**config.mk**
```make
export PLATFORM = sky130hd
export DESIGN_NAME = seq_divider
export DESIGN_NICKNAME = d
export VERILOG_FILES = /design/src/rtl/div_pkg.sv /design/src/rtl/cs_subtractor.sv /design/src/rtl/seq_divider.sv
export SDC_FILE = /design/constraint.sdc
export NUM_CORES = 1
export LEC_CHECK = 0
export BUFFER_PORTS_ARGS = -buffer_cell sky130_fd_sc_hd__buf_4
export CAP_MARGIN = 15
export CELL_PAD_IN_SITES_DETAIL_PLACEMENT = 1
export CELL_PAD_IN_SITES_GLOBAL_PLACEMENT = 2
export CORE_MARGIN = 4
export CORE_UTILIZATION = 36
export CTS_CLUSTER_SIZE = 40
export DETAILED_ROUTE_END_ITERATION = 7
export GPL_TIMING_DRIVEN = 0
export MAX_ROUTING_LAYER = met4
export PLACE_DENSITY = 0.8
export SLEW_MARGIN = 30
export SYNTH_ARGS = -nofsm -noshare
export SYNTH_HDL_FRONTEND = slang
export SYNTH_SLANG_ARGS = --single-unit
```
**constraint.sdc**
```tcl
create_clock -name clk -period 8.1 [get_ports clk]
set_clock_uncertainty 0.05 [all_clocks]
set_input_delay 1.62 -clock clk [delete_from_list [all_inputs] [get_ports clk]]
set_output_delay 1.62 -clock clk [all_outputs]
set_load 0.02 [all_outputs]
```
**src/rtl/div_pkg.sv**
```systemverilog
// Shared types and width helpers for the sequential restoring divider.
package div_pkg;

  typedef enum logic [1:0] {
    IDLE = 2'd0,
    CALC = 2'd1,
    DONE = 2'd2
  } state_t;

  // Smallest multiple of size_cs that holds n+1 bits (room for the shifted-in bit).
  function automatic int calc_w(input int n, input int size_cs);
    return ((n + size_cs) / size_cs) * size_cs;
  endfunction

endpackage

```
**src/rtl/cs_subtractor.sv**
```systemverilog
// Carry-select subtractor: diff = a - b computed as a + ~b + 1.
// Each stage runs two ripple adders (carry-in 0 and 1) and picks one on the incoming carry.
module cs_stage #(
  parameter int SIZE_CS = 4
) (
  input  logic [SIZE_CS-1:0] a,
  input  logic [SIZE_CS-1:0] b,
  input  logic               cin,
  output logic [SIZE_CS-1:0] sum,
  output logic               cout
);

  logic [SIZE_CS-1:0] s0, s1;
  logic [SIZE_CS:0]   c0, c1;

  always_comb begin
    s0    = '0;
    s1    = '0;
    c0    = '0;
    c1    = '0;
    c0[0] = 1'b0;
    c1[0] = 1'b1;
    for (int i = 0; i < SIZE_CS; i++) begin
      s0[i]   = a[i] ^ b[i] ^ c0[i];
      c0[i+1] = (a[i] & b[i]) | (c0[i] & (a[i] ^ b[i]));
      s1[i]   = a[i] ^ b[i] ^ c1[i];
      c1[i+1] = (a[i] & b[i]) | (c1[i] & (a[i] ^ b[i]));
    end
  end

  assign sum  = cin ? s1 : s0;
  assign cout = cin ? c1[SIZE_CS] : c0[SIZE_CS];

endmodule

module cs_subtractor #(
  parameter int W       = 20,
  parameter int SIZE_CS = 4
) (
  input  logic [W-1:0] a,
  input  logic [W-1:0] b,
  output logic [W-1:0] diff,
  output logic         cout
);

  localparam int NS = W / SIZE_CS;

  logic [W-1:0] b_n;
  logic         carry [0:NS];

  assign b_n      = ~b;
  assign carry[0] = 1'b1;

  for (genvar g = 0; g < NS; g++) begin : g_stage
    cs_stage #(.SIZE_CS(SIZE_CS)) u_stage (
      .a   (a[g*SIZE_CS +: SIZE_CS]),
      .b   (b_n[g*SIZE_CS +: SIZE_CS]),
      .cin (carry[g]),
      .sum (diff[g*SIZE_CS +: SIZE_CS]),
      .cout(carry[g+1])
    );
  end

  // Final carry of 1 means no borrow, i.e. a >= b.
  assign cout = carry[NS];

endmodule

```
**src/rtl/seq_divider.sv**
```systemverilog
// Iterative unsigned restoring divider, one quotient bit per clock.
// Start/ready handshake in, single-cycle valid strobe with held results out.
module seq_divider
  import div_pkg::*;
#(
  parameter int N       = 16,
  parameter int SIZE_CS = 4
) (
  input  logic         clk,
  input  logic         rst,
  input  logic         start_i,
  input  logic [N-1:0] dividend_i,
  input  logic [N-1:0] divisor_i,
  output logic         ready_o,
  output logic         valid_o,
  output logic [N-1:0] quotient_o,
  output logic [N-1:0] remainder_o,
  output logic         div_by_zero_o
);

  localparam int W  = calc_w(N, SIZE_CS);
  localparam int CW = $clog2(N + 1);

  typedef struct packed {
    logic [N-1:0] quotient;
    logic [N-1:0] remainder;
    logic         div_by_zero;
  } rsp_t;

  state_t       state, state_nxt;
  logic [W-1:0] r_q;
  logic [N-1:0] q_q, d_q;
  logic [CW-1:0] cnt;
  rsp_t         rsp_q;

  logic [W-1:0] r_sh, t_diff, r_nxt;
  logic [N-1:0] q_nxt;
  logic         t_cout, accept, last_step, div_zero_req;

  assign accept       = (state == IDLE) && start_i;
  assign div_zero_req = (divisor_i == '0);
  assign last_step    = (cnt == CW'(N - 1));

  // Shift the next dividend bit into the partial remainder, then trial-subtract D.
  assign r_sh = W'({r_q, q_q[N-1]});

  cs_subtractor #(.W(W), .SIZE_CS(SIZE_CS)) u_sub (
    .a   (r_sh),
    .b   ({{(W-N){1'b0}}, d_q}),
    .diff(t_diff),
    .cout(t_cout)
  );

  assign r_nxt = t_cout ? t_diff : r_sh;
  assign q_nxt = {q_q[N-2:0], t_cout};

  always_ff @(posedge clk or posedge rst) begin
    if (rst) state <= IDLE;
    else     state <= state_nxt;
  end

  always_comb begin
    state_nxt = state;
    case (state)
      IDLE: if (start_i) state_nxt = div_zero_req ? DONE : CALC;
      CALC: if (last_step) state_nxt = DONE;
      DONE: state_nxt = IDLE;
      default: state_nxt = IDLE;
    endcase
  end

  always_comb begin
    ready_o = (state == IDLE);
    valid_o = (state == DONE);
  end

  always_ff @(posedge clk or posedge rst) begin
    if (rst) begin
      r_q   <= '0;
      q_q   <= '0;
      d_q   <= '0;
      cnt   <= '0;
      rsp_q <= '0;
    end else if (accept) begin
      q_q               <= dividend_i;
      d_q               <= divisor_i;
      r_q               <= '0;
      cnt               <= '0;
      rsp_q.div_by_zero <= div_zero_req;
      // Divide-by-zero resolves immediately; normal results wait for the last step.
      if (div_zero_req) begin
        rsp_q.quotient  <= '1;
        rsp_q.remainder <= dividend_i;
      end
    end else if (state == CALC) begin
      r_q <= r_nxt;
      q_q <= q_nxt;
      cnt <= cnt + CW'(1);
      if (last_step) begin
        rsp_q.quotient  <= q_nxt;
        rsp_q.remainder <= r_nxt[N-1:0];
      end
    end
  end

  assign quotient_o    = rsp_q.quotient;
  assign remainder_o   = rsp_q.remainder;
  assign div_by_zero_o = rsp_q.div_by_zero;

endmodule
```
==> Yosys cells after proc, flatten, opt, wreduce, memory -nomap -nowiden <==
Cells that the tools add are included.
{ "op_classes": {"n_addsub": 1, "n_eq_ne": 6, "n_mux": 23, "bitwise_logic": 130, "reduce_logical": 7} }
{ "ops": {"columns": ["operator", "count"], "rows": [
  ["2-to-1 mux 32 bit", 4],
  ["2-to-1 mux 19 bit", 3],
  ["AND 1 bit", 47],
  ["XOR 1 bit", 45],
  ["2-to-1 mux 16 bit", 2],
  ["OR 1 bit", 32],
  ["inverter 16 -> 20 bit", 1],
  ["logical NOT 16 bit", 1],
  ["2-to-1 mux 4 bit", 3],
  ["2-to-1 mux 5 bit", 2],
  ["2-to-1 mux 2 bit", 3],
  ["adder 5 x 1 -> 5 bit, second input constant", 1],
  ["equality test 5 x 4 -> 1 bit, second input constant", 1],
  ["inverter 1 bit", 5],
  ["2-to-1 mux 1 bit", 4],
  ["inequality test 2 bit, second input constant", 2],
  ["case mux 2 bit (2 select lines)", 1],
  ["nonzero test 2 bit", 2],
  ["2-to-1 mux 3 bit", 1],
  ["AND reduction 3 bit", 1],
  ["equality test 2 x 1 -> 1 bit, second input constant", 1],
  ["equality test 2 bit, second input constant", 1],
  ["logical NOT 2 bit", 1],
  ["inequality test 2 x 1 -> 1 bit, second input constant", 1],
  ["other kinds (2)", 2]
]} }
{ "word_totals": {"register_bits": 91, "out_inout_bits": 35, "word_cells": 175} }

==> Longest topological paths before layout <==
Gate-level depths: netlist of run 1.
{ "depth": {"depth_word": 17, "mapped_depth": 31} }

==> Hierarchy <==
A second synthesis of run 1 with hierarchy kept.
{ "unflattened": {"hier_cells": 477, "hier_area_um2": 4663.2} }
{ "by_module_without_submodules": {"columns": ["mod", "instances", "cells_per_inst", "area_per_inst_um2", "seq_area_each_um2"], "rows": [
  ["seq_divider", 1, 361, 3860.0, 2277.2],
  ["cs_stage at u_sub.g_stage[0].u_stage ...", 4, 19, 143.9, 0.0],
  ["cs_stage at u_sub.g_stage[3].u_stage", 1, 19, 148.9, 0.0],
  ["cs_subtractor", 1, 21, 78.8, 0.0]
]} }

==> Least setup slack after synthesis of run 1 <==
OpenSTA, ideal clock, no wires.
{ "synth_timing": {"path_kind": "register -> register", "start": "register q_q[15]", "end": "register rsp_q, in the netlist remainder_o[8]", "arrival_ns": 6.133, "setup_slack_ns": 1.789, "stages_incl_launch_ff": 30, "n_path_buf": 2, "period_less_slack_ns": 6.311, "cell_sequence": "dfrtp_1 inv_1 ha_1 inv_1 fa_1 fa_1 inv_1 fa_1 o21ai_0 fa_1 fa_1 inv_1 fa_1 o21ai_0 fa_1 inv_1 fa_1 inv_1 fa_1 mux2i_1 fa_1 inv_1 fa_1 fa_1 nand3b_1 buf_2 buf_2 mux2i_1 o21ai_0 mux2_1"} }
{ "synth_via": {"elab_chain_len": 16} }
{ "synth_lines": {"columns": ["item", "line_no", "source"], "rows": [
  ["start: declaration", "seq_divider.sv:32", "logic [N-1:0] q_q, d_q;"],
  ["start signal: assignment", "seq_divider.sv:85", "q_q <= dividend_i;"],
  ["start signal: assignment", "seq_divider.sv:97", "q_q <= q_nxt;"],
  ["AND 1 bit or XOR 1 bit (tied branches)", "cs_subtractor.sv:27", "c1[i+1] = (a[i] & b[i]) | (c1[i] & (a[i] ^ b[i]));"],
  ["OR 1 bit (*)", "cs_subtractor.sv:27", null],
  ["AND 1 bit (*)", "cs_subtractor.sv:27", null],
  ["OR 1 bit (*)", "cs_subtractor.sv:27", null],
  ["AND 1 bit (*)", "cs_subtractor.sv:27", null],
  ["OR 1 bit (*)", "cs_subtractor.sv:27", null],
  ["AND 1 bit (*)", "cs_subtractor.sv:27", null],
  ["OR 1 bit (*)", "cs_subtractor.sv:27", null],
  ["2-to-1 mux 1 bit (*)", "cs_subtractor.sv:32", "assign cout = cin ? c1[SIZE_CS] : c0[SIZE_CS];"],
  ["2-to-1 mux 1 bit (3 in series)", "cs_subtractor.sv:32", null],
  ["2-to-1 mux 19 bit (*)", "seq_divider.sv:54", "assign r_nxt = t_cout ? t_diff : r_sh;"],
  ["2-to-1 mux 32 bit (*)", "seq_divider.sv:99", "if (last_step) begin"],
  ["2-to-1 mux 32 bit (*)", "seq_divider.sv:95", "end else if (state == CALC) begin"],
  ["2-to-1 mux 32 bit (*)", "seq_divider.sv:84", "end else if (accept) begin"],
  ["end: declaration", "seq_divider.sv:34", "rsp_t rsp_q;"]
]} }
Mark *: on every way between the ends. The rest lies on a longest branch, timed or not. The select of a mux whose other input is x is not followed.
A chain may end at the register's enable or synchronous reset.

==> Worst setup path in the final report of run 1 <==
Ends and elaborated chain as after synthesis.

==> results.toml, run 1 <==
[clocking]
numCtsBuffers = 9
cts_setup_buffers = 0
clk_pin_slew_ns = 0.07
cts_root_buf = "clkbuf_16"
clk-insertion-delay-late_ns = 0.35
htree_num_levels = 3
postCtsHoldBufs = 0
cts_tree = "built"
clockBufferDepth = 2
cts_resized = 0
cts.sinks = 91

[timing]
slew_headroom_pct = 53.2
finalHoldViolations = 0
period_share_pct = 87.6
setup_violations = 0
rsz0062_at_grt = "false"
tightest_slew_ns = 0.701
tns_ns = 0
min_period_ns = 7.10
drv_slew = 0
timing.fmax_mhz = 141

[grt]
grt_pass1_wl_um = 20500
grt_pass1_vias = 3768
grt-ovfl-total = 0
grt_antenna_before_repair = 0
grt_max_degree = 61
grtUsageTotal_pct = 19.0

[critical_path]
cp.required_ns = 8.29
worst_setup_path_end_kind = "register"
crit_path_start_kind = "register"
rrSetupSlack_ns = 1.00
crit_type = "register to register"
cpMostUsedCell = "fa_1"
cp_max_fo = 10
reg2reg_from = "q_q[15]"
critPathSlowestCell = "fa_1"
max_stage_delay_ns = 0.42
arrival_ns = 7.29
worst_r2r_endpoint = "remainder_o[8]"
r2r_cells = 29

[floorplanning]
start_util_pct = 37.0
die_h_um = 120
io_pins = 70
dieArea_um2 = 14300
die_width_um = 120
core_um2 = 12100
rows = 40

[routing]
drt-total-wl_um = 12500
wl_per_cell_um = 18.5
top_layer_used = "met4"
vias = 3387
via_per_inst = 5.02
met3_length_um = 459
first_pass_iters = 4
wl_met1_um = 5660
drt_first_iter_violations = 138
ant_nets = 0
drc = 0
wl_met2_um = 6190

[synthesis]
synth-seq-cells = 91
synth-simple-area-share_pct = 11.5
synth.top_cells.by_area = "dfrtp_1 (51%), nand2_1 (7.0%), fa_1 (5.4%)"
synth_area_um2 = 4490
yosys_warnings = 0
post_synth_fa_ha_maj_area_fraction_pct = 8.42
synth_mux_area_share_pct = 10.9
netlist_instances = 421
synth_cell_types = 37
synth.avg_cell_area_um2 = 10.7
synth-xor-area-share_pct = 0.781
seq_area_frac_synth_pct = 50.8
synth-compound-area-share_pct = 11.7
synthesis.nets = 479
synth_top_family_by_area = "compound AO/OA/AOI/OAI gates"
synth.top_cell.area_share_pct = 50.8
synth_area_leader_cell = "dfrtp_1"

[hold_path]
min_to = "q_q[15]"
hold_depth = 2
min_from = "q_q[15]"
hp-class = "register to register"

[pwr]
ir_drop_v = 0.000147
clkPwrFrac_pct = 19.4
seq_power_share_pct = 31.0
comb_power_share_pct = 49.6
power.density_nw_per_um2 = 482
p_int_uw = 1640
p_switching_uw = 1070
switching_share_pct = 39.5
p_leak_uw = 0.00271

[cells_and_area]
layout-drive-gt1-share_pct = 24.9
seq_area_um2 = 2280
nNetsFinal = 560
diodes = 0
utilization_pct = 46.5
multiInputGateArea_um2 = 1950
area_growth_pct = 25.4
nFillCells = 1370

[placement]
io_buffers = 69
finalWeightedCongestion = 0.784
hpwlAfterDp_um = 9240

[run_status]
outcome = "finished clean"

[flow_run]
drv_cap = 0
registers in the layout, indices dropped and copies added (netlist names):
name and count:
remainder_o 16, div_by_zero_o 1, cnt 5, state 2, q_q 16, r_q 19, d_q 16, quotient_o 16
cells by family (layout without fill, tap and decap cells):
logic type               after synthesis  in the layout
AO/OA/AOI/OAI                         79             79
XOR/XNOR                               4              4
adder cells (fa/ha/maj)               23             23
buffers and inverters                 58            144
flip-flops                            91             91
multiplexers                          42             42
AND/OR/NAND/NOR                      124            124
final cells by class:
type / instances / share of cell area [%]
inverter: 33 / 2.29
sequential: 91 / 40.5
clock buffer: 10 / 4.25
tap: 168 / 3.73
multi-input combinational: 272 / 34.6
timing repair buffer: 70 / 9.69
buffer: 25 / 2.51
clock inverter: 6 / 2.42
synthesized netlist by cell type (all sizes together):
cell / number
o31ai: 2
fa: 12
a32o: 1
clkbuf: 11
a22oi: 13
nor2: 18
or3: 1
a21oi: 13
nand3b: 1
nor2b: 1
nor4: 4
mux2: 25
ha: 11
buf: 14
o22a: 15
mux2i: 17
nor3b: 1
dfrtp: 91
nand4: 2
a211oi: 7
nand3: 8
a31oi: 1
inv: 33
xnor2: 4
or3b: 1
and3: 1
o21a: 1
o21ai: 26
nand2: 85
nand2b: 1
worst max-delay path: cells and delay by family (launching register included):
kind	cells	cell delay, ns
DFF	1	0.38
muxes	3	0.89
AOI/OAI and AO/OA	3	0.35
buffers and inverters	9	1.14
and+or+nand+nor	1	0.10
adders and majority gates	13	4.06
how the worst max path moves through the flow:
stage	endpoint	start	depth (start not counted)	slack (ns)
floorplan	remainder_o[8]	q_q[15]	29	1.79
global placement	remainder_o[8]	q_q[15]	29	1.11
detailed placement	remainder_o[8]	q_q[15]	29	1.01
CTS	remainder_o[8]	q_q[15]	29	0.95
global route	remainder_o[11]	q_q[15]	29	0.63
finish	remainder_o[8]	q_q[15]	29	1.00
power by group through the flow:
stage | combinational (uW) | clock (uW) | sequential, uW
2_1_floorplan | 841 | 0 | 900
3_3_place_gp | 1300 | 0 | 839
3_5_place_dp | 1360 | 0 | 851
4_1_cts | 1380 | 538 | 843
5_1_grt | 1510 | 555 | 873
6_report | 1350 | 526 | 841
placed cells by master, fill, tap and decap left out, drive strengths merged, types with 11 or more instances in the layout:
| master | n |
|---|---|
| o22a | 15 |
| o21ai | 26 |
| a21oi | 13 |
| a22oi | 13 |
| ha | 11 |
| mux2i | 17 |
| dfrtp | 91 |
| nor2 | 18 |
| mux2 | 25 |
| buf | 84 |
| fa | 12 |
| nand2 | 85 |
| clkbuf | 21 |
| inv | 33 |
through the flow:
stage	hold slack [ns]	power (uW)	instances	area (um2)	worst slack (ns)
floorplan	0.389	1740	421	4490	1.79
global placement	0.419	2140	658	5220	1.11
detailed placement	0.422	2210	659	5250	1.01
CTS	0.437	2760	675	5620	0.946
global route	0.459	2930	675	5630	0.634
finish	0.434	2710	675	5630	1.00
metal layers:
layer / track usage [%] / vias up
met5: - / -
met4: 7.02 / 0
met3: 3.06 / 13
met2: 29.8 / 56
met1: 25.2 / 1737
li1: - / 1581
Power figures use the tool's default switching activity.
==> run 2: changes to the inputs <==
RECOVER_POWER = 25   (was default)
==> run 2 against run 1 <==
The run now ends with max-capacitance violations, max-slew violations left. Via count rose by 0.35%. Sequential share of layout area rose by 0.20 points. Clock power is essentially flat. Register-to-register slack barely moved. Global-route usage unchanged. Worst setup slack improved by 0.0084 ns. Non-clock buffer count is the same. Combinational power hardly changed. Die area stayed put. Count of clock-buffer cells in the layout is the same.
==> results.toml, run 2 (same netlist as run 1, synthesis figures left out) <==
[critical_path]
cp_max_fo = 10
max_stage_delay_ns = 0.41
crit_type = "register to register"
critPathSlowestCell = "fa_1"
arrival_ns = 7.28
timing.critical_path.buf_inv = 9
critical-path-top-delay-family = "adder cells"
cpMostUsedCell = "fa_1"
worst_setup_path_end_kind = "register"
crit_path_start_kind = "register"
cp.required_ns = 8.29

[floorplanning]
die_h_um = 120
dieArea_um2 = 14300
core_um2 = 12100
start_util_pct = 37.0
die_width_um = 120
io_pins = 70
rows = 40

[grt]
grtUsageTotal_pct = 19.0
grt_pass1_vias = 3768
grt_antenna_before_repair = 0
grt-ovfl-total = 0
grt_pass1_wl_um = 20500
grt_max_degree = 61

[clocking]
cts.sinks = 91
htree_num_levels = 3
clk-insertion-delay-late_ns = 0.35
cts_setup_buffers = 0
numCtsBuffers = 9
cts_root_buf = "clkbuf_16"
clockBufferDepth = 2
cts_resized = 0
postCtsHoldBufs = 0
clk_pin_slew_ns = 0.07
cts_tree = "built"

[routing]
first_pass_iters = 4
drc = 0
via_per_inst = 5.04
drt-total-wl_um = 12600
vias = 3399
ant_nets = 0
wl_per_cell_um = 18.6
drt_first_iter_violations = 148

[cells_and_area]
final_cell_mix = "dfrtp_1 (91), nand2_1 (84), buf_4 (69), inv_1 (32), o21ai_0 (25)"
nNetsFinal = 560
layout.cells.non_filler = 675
top_register = "r_q"
multiInputGateArea_um2 = 1950
largest_reg_flops = 19
seq_area_um2 = 2280
layout-drive-gt1-share_pct = 24.7
final_common_cell = "dfrtp_1"
area_growth_pct = 24.8
diodes = 0
nFillCells = 1373

[hold_path]
hp-class = "register to register"

[pwr]
ir_drop_v = 0.000147
p_leak_uw = 0.00270
power.density_nw_per_um2 = 485

[run_status]
violations = "max-capacitance violations, max-slew violations"
outcome = "complete, but fails checks"

[timing]
drv_slew = 61
tightest_slew_ns = 3.36
tns_ns = 0
setup_violations = 0
slew_headroom_pct = -124
finalHoldViolations = 0
rsz0062_at_grt = "false"
min_period_ns = 7.09
period_share_pct = 87.5
timing.fmax_mhz = 141

[flow_run]
drv_cap = 1

[placement]
finalWeightedCongestion = 0.784
io_buffers = 69
place_inst = 659
hpwlAfterDp_um = 9240
## run 2: cell count changes in the layout (fill, tap and decap cells not counted)
cell	previous run	this run
buf_16	1	0
buf_4	70	69
clkbuf_1	11	12
clkbuf_4	0	1
clkinvlp_2	0	1
inv_6	1	0
## run 2: area by class of cell
| cell class | instances | area share (%) |
|---|---|---|
| clock buffers | 10 | 4.27 |
| repair buffers | 70 | 9.32 |
| flip-flops and latches | 91 | 40.7 |
| well taps | 168 | 3.75 |
| inverters | 33 | 2.23 |
| plain buffers | 25 | 2.52 |
| clock inverters | 6 | 2.44 |
| multi-input cells | 272 | 34.8 |
## run 2: metrics by stage
step / hold WS, ns / total power (uW) / setup WS (ns) / instance area, um2 / utilization [%]
after global routing: 0.459 / 2930 / 0.634 / 5600 / 46.2
final: 0.433 / 2710 / 1.01 / 5600 / 46.2
after floorplan: 0.389 / 1740 / 1.79 / 4490 / -
after CTS: 0.437 / 2760 / 0.946 / 5620 / 46.4
after global placement: 0.419 / 2140 / 1.11 / 5220 / 43.1
after detailed placement: 0.422 / 2210 / 1.01 / 5250 / 43.3
## run 2: final timing paths
kind / start / endpoint / slack, ns / cells after the start
worst max-delay path: q_q[15] / remainder_o[8] / 1.01 / 29
worst min-delay path: q_q[15] / q_q[15] / 0.43 / 2
worst max register to register: q_q[15] / remainder_o[8] / 1.01 / 29
worst min register to register: q_q[15] / q_q[15] / 0.43 / 2
max in group asynchronous: rst / d_q[12] / 2.71 / 3
min in group asynchronous: rst / quotient_o[7] / 1.55 / 2
## run 2: power by group
group	switching, uW	total (uW)	internal, uW
Combinational	732	1340	613
Sequential	158	842	684
Clock	185	527	342
## run 2: tightest hold or removal path, stage by stage, from the launching register on
cell and delay [ns]:
dfrtp_1 0.35, nand2_1 0.05, nand2_1 0.05
## run 2: layer usage
metal  track usage, %  wire [um]
met5                -          0
met4             7.02        201
met3             3.06        436
met2             29.8       6150
met1             25.2       5790
